**src/rtl/ntt_pkg.sv**
```systemverilog
// Shared constants and modular correction helpers for the mod 65537 NTT datapath.
// Every helper expects operands in [0, 65536] and returns a result in the same range.
package ntt_pkg;

    localparam int DATA_W = 17;
    localparam int PROD_W = 2 * DATA_W;
    localparam int RED_W  = DATA_W + 1;

    localparam logic [RED_W-1:0] Q = 18'd65537;

    // One conditional subtract of q brings a+y back into range.
    function automatic logic [DATA_W-1:0] mod_add(input logic [DATA_W-1:0] x,
                                                  input logic [DATA_W-1:0] y);
        logic [RED_W-1:0] s;
        s = {1'b0, x} + {1'b0, y};
        return (s >= Q) ? DATA_W'(s - Q) : DATA_W'(s);
    endfunction

    function automatic logic [DATA_W-1:0] mod_sub(input logic [DATA_W-1:0] x,
                                                  input logic [DATA_W-1:0] y);
        return (x >= y) ? (x - y) : DATA_W'({1'b0, x} + Q - {1'b0, y});
    endfunction

endpackage

```
**src/rtl/fermat_mod_mul.sv**
```systemverilog
// Modular multiply z = x*y mod (2^16+1): full product, then Fermat fold.
// Latency 2 cycles; both register stages advance only while en=1.
// No handshake of its own: the caller stalls it by dropping en.
module fermat_mod_mul
    import ntt_pkg::*;
(
    input  logic              clk,
    input  logic              rst,
    input  logic              en,
    input  logic [DATA_W-1:0] x,
    input  logic [DATA_W-1:0] y,
    output logic [DATA_W-1:0] z
);

    logic [PROD_W-1:0] p;
    logic [15:0]       lo;
    logic [RED_W-1:0]  hi;
    logic [DATA_W-1:0] t;

    // 2^16 == -1 mod q, so p = hi*2^16 + lo reduces to lo - hi.
    assign lo = p[15:0];
    assign hi = p[PROD_W-1:16];

    always_comb begin
        t = '0;
        if ({2'b00, lo} >= hi)
            t = DATA_W'({2'b00, lo} - hi);
        else
            t = DATA_W'({2'b00, lo} + Q - hi);
    end

    always_ff @(posedge clk or posedge rst) begin
        if (rst) begin
            p <= '0;
            z <= '0;
        end else if (en) begin
            p <= {{DATA_W{1'b0}}, x} * {{DATA_W{1'b0}}, y};
            z <= t;
        end
    end

endmodule

```
**src/rtl/ntt_butterfly.sv**
```systemverilog
// Cooley-Tukey butterfly mod 65537: out0 = a + b*psi, out1 = a - b*psi, tag passed through.
// Latency 3 cycles, one operation per cycle.
// Whole pipe freezes while out_valid=1 and out_ready=0; in_ready drops in that case.
module ntt_butterfly
    import ntt_pkg::*;
#(
    parameter int TAG_W = 7
)
(
    input  logic              clk,
    input  logic              rst,
    input  logic              in_valid,
    output logic              in_ready,
    input  logic [DATA_W-1:0] a,
    input  logic [DATA_W-1:0] b,
    input  logic [DATA_W-1:0] psi,
    input  logic [TAG_W-1:0]  in_tag,
    output logic              out_valid,
    input  logic              out_ready,
    output logic [DATA_W-1:0] out0,
    output logic [DATA_W-1:0] out1,
    output logic [TAG_W-1:0]  out_tag
);

    typedef struct packed {
        logic [DATA_W-1:0] a;
        logic [TAG_W-1:0]  tag;
    } side_t;

    logic              en;
    logic              v1;
    logic              v2;
    logic              v3;
    side_t             s1;
    side_t             s2;
    logic [DATA_W-1:0] t2;

    assign en        = out_ready | ~v3;
    assign in_ready  = en;
    assign out_valid = v3;

    fermat_mod_mul u_mul (
        .clk (clk),
        .rst (rst),
        .en  (en),
        .x   (b),
        .y   (psi),
        .z   (t2)
    );

    // Side data is delayed two stages to line up with the product t2.
    always_ff @(posedge clk or posedge rst) begin
        if (rst) begin
            v1      <= 1'b0;
            v2      <= 1'b0;
            v3      <= 1'b0;
            s1      <= '0;
            s2      <= '0;
            out0    <= '0;
            out1    <= '0;
            out_tag <= '0;
        end else if (en) begin
            v1      <= in_valid;
            v2      <= v1;
            v3      <= v2;
            s1      <= '{a: a, tag: in_tag};
            s2      <= s1;
            out0    <= mod_add(s2.a, t2);
            out1    <= mod_sub(s2.a, t2);
            out_tag <= s2.tag;
        end
    end

endmodule

```
**config.mk**
```make
export PLATFORM = sky130hd
export DESIGN_NAME = ntt_butterfly
export DESIGN_NICKNAME = d
export VERILOG_FILES = /design/src/rtl/ntt_pkg.sv /design/src/rtl/fermat_mod_mul.sv /design/src/rtl/ntt_butterfly.sv
export SDC_FILE = /design/constraint.sdc
export NUM_CORES = 1
export LEC_CHECK = 0
export CAP_MARGIN = 20
export CORE_UTILIZATION = 30
export CTS_BUF_LIST = sky130_fd_sc_hd__clkbuf_8
export DETAILED_ROUTE_END_ITERATION = 6
export PLACE_DENSITY_LB_ADDON = 0.3
export SYNTH_ARGS = -nofsm -noshare
export SYNTH_HDL_FRONTEND = slang
export SYNTH_SLANG_ARGS = --single-unit
```
**constraint.sdc**
```tcl
create_clock -name clk -period 9.7 [get_ports clk]
set_input_delay 1.94 -clock clk [delete_from_list [all_inputs] [get_ports clk]]
set_output_delay 1.94 -clock clk [all_outputs]
set_load 0.1 [all_outputs]
```
==> results of run 1 <==
## per-stage QoR
step / cells / setup slack [ps] / hold slack, ps
after detailed placement: 3199 / 606 / 449
final: 3232 / 989 / 466
after floorplan: 2307 / 1880 / 430
after CTS: 3231 / 1120 / 471
after global routing: 3231 / 593 / 494
after global placement: 3199 / 742 / 450
## cell type report
class,count,area (um2)
clock inverters,15,140
clock buffers,17,234
diodes,1,2.50
inverters,415,1570
flip-flops and latches,143,3580
repair buffers,124,1190
fillers,6686,42700
multi-input cells,1662,14300
well taps,855,1070
## routing by layer
layer  wire, um  vias up  track usage
met1      24100     7742        0.215
met4        932        0       0.0388
met3       1690       57       0.0161
met2      25800      279        0.271
li1           -     7382            -
met5          0        -            0
## critical path, cell delays in order
cell,delay [ps]
clkdlybuf4s50_1,930
nand2_1,170
fa_1,520
fa_1,520
fa_1,520
inv_1,60
fa_1,480
fa_1,490
inv_1,50
fa_1,470
inv_1,40
ha_1,340
and3_1,190
and2_1,160
nand3_1,90
a31oi_1,220
o21ai_0,210
a211oi_1,570
o2111ai_1,220
a2111oi_0,600
o21a_1,200
o31ai_1,70
## cell usage in the layout (no fill, tap or decap), types with 20 or more instances in the layout
| cell | count |
|---|---|
| dfrtp_1 | 143 |
| inv_1 | 413 |
| o21ai_0 | 88 |
| nor2_1 | 80 |
| ha_1 | 194 |
| clkdlybuf4s50_1 | 104 |
| nand2_1 | 405 |
| xnor2_1 | 64 |
| xor2_1 | 33 |
| a21oi_1 | 98 |
| a31oi_1 | 20 |
| fa_1 | 256 |
| and2_1 | 130 |
| buf_4 | 20 |
| nor3_1 | 22 |
## cell families after synthesis
kind of cell | count (synthesis) | synth area share
AOI/OAI and AO/OA | 345 | 0.112
muxes | 18 | 0.00934
buffers and inverters | 502 | 0.0965
xor gates and xnor gates | 97 | 0.0429
and+or+nand+nor | 752 | 0.178
DFF | 143 | 0.181
adders and majority gates | 450 | 0.381
## how the worst max path moves through the flow
stage	from	end	slack, ps	depth (start not counted)
final	psi[3]	u_mul.p[32]$_DFFE_PP0P_	990	22
after global routing	psi[2]	u_mul.p[32]$_DFFE_PP0P_	590	22
after CTS	psi[2]	u_mul.p[32]$_DFFE_PP0P_	1120	22
after detailed placement	psi[2]	u_mul.p[32]$_DFFE_PP0P_	610	22
after global placement	psi[2]	u_mul.p[32]$_DFFE_PP0P_	740	22
after floorplan	b[14]	u_mul.p[33]$_DFFE_PP0P_	1880	23
## registers in the layout, summed over array words and instances, names as in the netlist
register and count:
v1 1, u_mul.z 17, v2 1, s1 24, s2 24, out0 17, out_tag 7, out_valid 1
u_mul.p 34, out1 17
==> results.yml, run 1 <==
grt:
  grt_first_pass_wirelength_mm: 85.1
  grt_max_degree: 82
  grt_antenna_before_repair: 0
  grt_pass1_vias: 16200
  grt_overflow: 0
  gr-usage-all-layers: 0.159
outcome:
  failed_checks: "DRC"
  outcome: "complete, but fails checks"
yosys:
  synthArstFlopShare: 1.00
  netlist.area_leader.share: 0.259
  synthesis.yosys.warnings: 0
  synthDistinctLibCells: 80
  top_area_cells_in_the_synthesized_netlist: "fa_1, dfrtp_1, ha_1, inv_1, nand2_1"
  postSynthRegisterBits: 143
  synthMostInstantiatedCell: "inv_1"
  yosys-top-cells-count: "inv_1, nand2_1, fa_1"
  leading_register_cell_type_out_of_synthesis: "dfrtp_1"
  synth_edf_count: 0
  synth_nets: 2819
  postSynthAreaPerCell_um2: 8.59
  ys_seq_area_frac: 0.181
  postSynthCellCount: 2307
  post_synth_instance_area_um2: 19800
  synth_area_leader_cell: "fa_1"
critical_path:
  critical_path.max_fanout: 17
  timing.critical_path.arrival_ps: 9060
  critical_path_required_ps: 10050
  r2r_start: "s2[7]$_DFFE_PP0P_"
  worst-r2r-cell-count: 12
  critical_path.startpoint_type: "primary input"
  setup_crit_end_kind: "register"
  r2r_slack_ps: 5440
  rr_endpoint: "out0[16]$_DFFE_PP0P_"
  setup_cp_type: "in -> reg"
die:
  fp.dieH_um: 259
  row_count: 93
  top_level_ports: 105
  die_w_um: 259
  fp.coreArea_um2: 64800
  dieArea_um2: 67100
  start_util: 0.306
drt:
  first_pass_iters: 7
  ant_nets: 0
  routed-via-count: 15500
  detail_route.iter0.violations: 827
  via_per_inst: 4.78
  post-route-drc-count: 3
  drt-total-wl_mm: 52.5
  route.detailed.wl_per_inst_um: 16.2
sta:
  finalSetupViolCount: 0
  clock.fmax_ghz: 0.115
  min_period_ps: 8710
  timing.final.max_slew_violations: 0
  worstMarginPinSlew_ps: 1040
  hold_violations: 0
  max_slew_margin: 0.303
  rsz0062_at_grt: "no"
  setup-tns-final_ps: 0
  finClkSkew_ps: 13.5
  fraction_of_the_cycle_the_final_worst_path_needs: 0.898
clock_network:
  cts-root-to-sink-buffers: 2
  cts_resized: 0
  cts_hold_buf: 0
  cts_tree: "done"
  cts_setup_buffers: 0
  h_tree_depth_reported_by_cts: 4
  cts.reportedPaths.clkPinSlew_ps: 90
  ctsRootBufferMaster: "clkbuf_8"
  worst_skew_pair.late_latency_ps: 490
  numCtsBuffers: 17
  cts_sinks: 143
place:
  placer_congestion: 0.876
  port_buffers: 104
  dpl.hpwl_mm: 42.3
  placement.cell_area_um2: 21700
final_layout:
  num-nets-final: 2875
  core_utilization_of_the_finished_layout: 0.341
  drive_above_1_share: 0.0349
  post-route-cell-area_um2: 22100
  flow.area_growth_from_synthesis_pct: 11.6
flow_run:
  drv.max_cap_violation_count: 0
hold_path:
  min_path_type: "reg -> reg"
  min_delay_path_depth: 2
  worstHoldEndpoint: "v2$_DFFE_PP0P_"
  holdCritStartpoint: "v2$_DFFE_PP0P_"
Power of run 1 is left out: the tool's default activity adds up to more than one toggle a clock period on the data nets, which glitch-free logic cannot reach.
==> run 2, diff against run 1 <==
- GPL_TIMING_DRIVEN: unset -> 0
- HOLD_SLACK_MARGIN: unset -> 0.08
==> run 2 against run 1 <==
Net effect: the run now ends clean; critical path depth increased by 1; cell count rose by 1.9%; design area grew 0.91%; core utilization rose by 0.31 points; clock skew grew 7.8 ps; routed wire length rose by 9.5%; maximum frequency is 4.5% lower; global-route usage is 1.6 points higher; sequential cell count is the same; via count rose by 3.7%; sequential share of layout area decreased by 0.15 points; register-to-register slack got worse by 80 ps.
==> results.yml, run 2 (synthesis gave the netlist of run 1 again) <==
clock_network:
  cts_setup_buffers: 0
  numCtsBuffers: 17
  ctsRootBufferMaster: "clkbuf_8"
  cts_tree: "done"
  cts-root-to-sink-buffers: 2
  worst_skew_pair.late_latency_ps: 490
  cts_sinks: 143
  cts.reportedPaths.clkPinSlew_ps: 90
  h_tree_depth_reported_by_cts: 4
drt:
  drt-total-wl_mm: 57.5
  detail_route.iter0.violations: 931
  post-route-drc-count: 0
  first_pass_iters: 5
  routed-via-count: 16000
  via_per_inst: 4.87
  ant_nets: 0
  route.detailed.wl_per_inst_um: 17.4
die:
  fp.coreArea_um2: 64800
  dieArea_um2: 67100
  start_util: 0.306
  die_w_um: 259
  top_level_ports: 105
  fp.dieH_um: 259
  row_count: 93
final_layout:
  flow.area_growth_from_synthesis_pct: 12.6
  top_regs: "u_mul.p (34), s1 (24), s2 (24)"
  core_utilization_of_the_finished_layout: 0.344
  most_common_cell_after_layout_fill_and_taps_aside: "inv_1"
  num-nets-final: 2938
  antenna-diode-count: 0
  largest_reg_flops: 34
  drive_above_1_share: 0.0295
  most-common-layout-cells: "inv_1, nand2_1, fa_1"
  largest-register: "u_mul.p"
grt:
  met3_track_demand_over_resource: 0.0261
  groute.layer.met1.usage: 0.240
  grt_max_degree: 93
  grt_overflow: 0
  gr-usage-all-layers: 0.175
  grt_antenna_before_repair: 1
  grt_pass1_vias: 16500
  use_met2: 0.290
  grt_first_pass_wirelength_mm: 91.9
  global_route_layer_with_the_greatest_usage: "met2"
sta:
  clock.fmax_ghz: 0.110
  finClkSkew_ps: 21.3
  fin_ws_ps: 577
  min_period_ps: 9120
  timing.final.max_slew_violations: 0
  hold_violations: 0
  finalSetupViolCount: 0
  fraction_of_the_cycle_the_final_worst_path_needs: 0.941
  worstMarginPinSlew_ps: 1040
  max_slew_margin: 0.298
  rsz0062_at_grt: "no"
critical_path:
  setup_cp_type: "in -> reg"
  setup_crit_end_kind: "register"
  critical_path_required_ps: 10100
  critical_path.startpoint_type: "primary input"
  timing.critical_path.arrival_ps: 9520
  critical_path.max_fanout: 10
place:
  port_buffers: 99
  placer_congestion: 0.920
  dp_slack_ps: -36.5
  dpl.hpwl_mm: 47.3
outcome:
  outcome: "completed"
flow_run:
  drv.max_cap_violation_count: 0
hold_path:
  min_path_type: "reg -> reg"
==> run 2: changes by cell type in the layout (fill, tap and decap cells not counted), moves of 2 or more <==
cell | before | now
buf_2 | 0 | 5
inv_1 | 413 | 415
inv_8 | 5 | 0
clkbuf_1 | 0 | 68
clkdlybuf4s50_1 | 104 | 99
buf_6 | 0 | 2
buf_1 | 0 | 7
buf_4 | 20 | 2
clkbuf_2 | 0 | 3
bufinv_16 | 0 | 2
==> run 2: final timing paths <==
path                            slack [ps]                from                      end  cells past startpoint
worst max-delay path                   580                b[8]  u_mul.p[32]$_DFFE_PP0P_                     23
worst min-delay path                   480  s1[11]$_DFFE_PP0P_       s1[11]$_DFFE_PP0P_                      2
worst max register to register        5360   s2[7]$_DFFE_PP0P_     out0[16]$_DFFE_PP0P_                     12
worst min register to register         480  s1[11]$_DFFE_PP0P_       s1[11]$_DFFE_PP0P_                      2
max in group asynchronous             6960                 rst      out0[3]$_DFFE_PP0P_                      3
min in group asynchronous             1860                 rst        s1[9]$_DFFE_PP0P_                      2
==> run 2: repair_timing <==
| action | CTS | global route |
|---|---|---|
| hold buffers | 0 | 0 |
| setup endpoints to repair | 0 | 1 |
| gates resized for setup | 0 | 7 |
==> run 2: area by class of cell <==
type | count | area (um2)
fill | 6662 | 42500
timing repair buffer | 100 | 1020
multi-input combinational | 1662 | 14300
sequential | 143 | 3580
inverter | 415 | 1560
buffer | 87 | 359
tap | 855 | 1070
clock buffer | 18 | 248
clock inverter | 14 | 155
==> run 2: layer usage <==
| layer | share of wire | vias up | wire length [um] |
|---|---|---|---|
| met1 | 0.46 | 8066 | 26500 |
| met4 | 0.020 | 0 | 1120 |
| met5 | 0 | - | 0 |
| met3 | 0.045 | 79 | 2590 |
| li1 | - | 7517 | - |
| met2 | 0.47 | 375 | 27200 |
==> run 2: through the flow <==
stage / instance area, um2 / hold slack (ps) / instances / TNS (ps)
after global routing: 22300 / 506 / 3294 / 0
after floorplan: 19800 / 430 / 2307 / 0
after detailed placement: 21900 / 457 / 3262 / -36.5
after global placement: 21900 / 451 / 3261 / 0
final: 22300 / 477 / 3294 / 0
after CTS: 22300 / 479 / 3294 / 0
==> run 2: critical path, cell delays in order <==
cell	delay, ps
clkdlybuf4s50_1	710
clkbuf_1	600
nand2_1	160
fa_1	520
fa_1	590
fa_1	450
fa_1	560
inv_1	50
fa_1	480
inv_1	50
fa_1	480
inv_1	50
ha_1	310
inv_1	90
o21ai_0	200
a21oi_1	180
a31oi_1	340
o21ai_0	230
a211oi_1	510
o2111ai_1	220
a2111oi_1	480
nor3_1	120
o31ai_1	200
Power of run 2 is left out for the same reason.
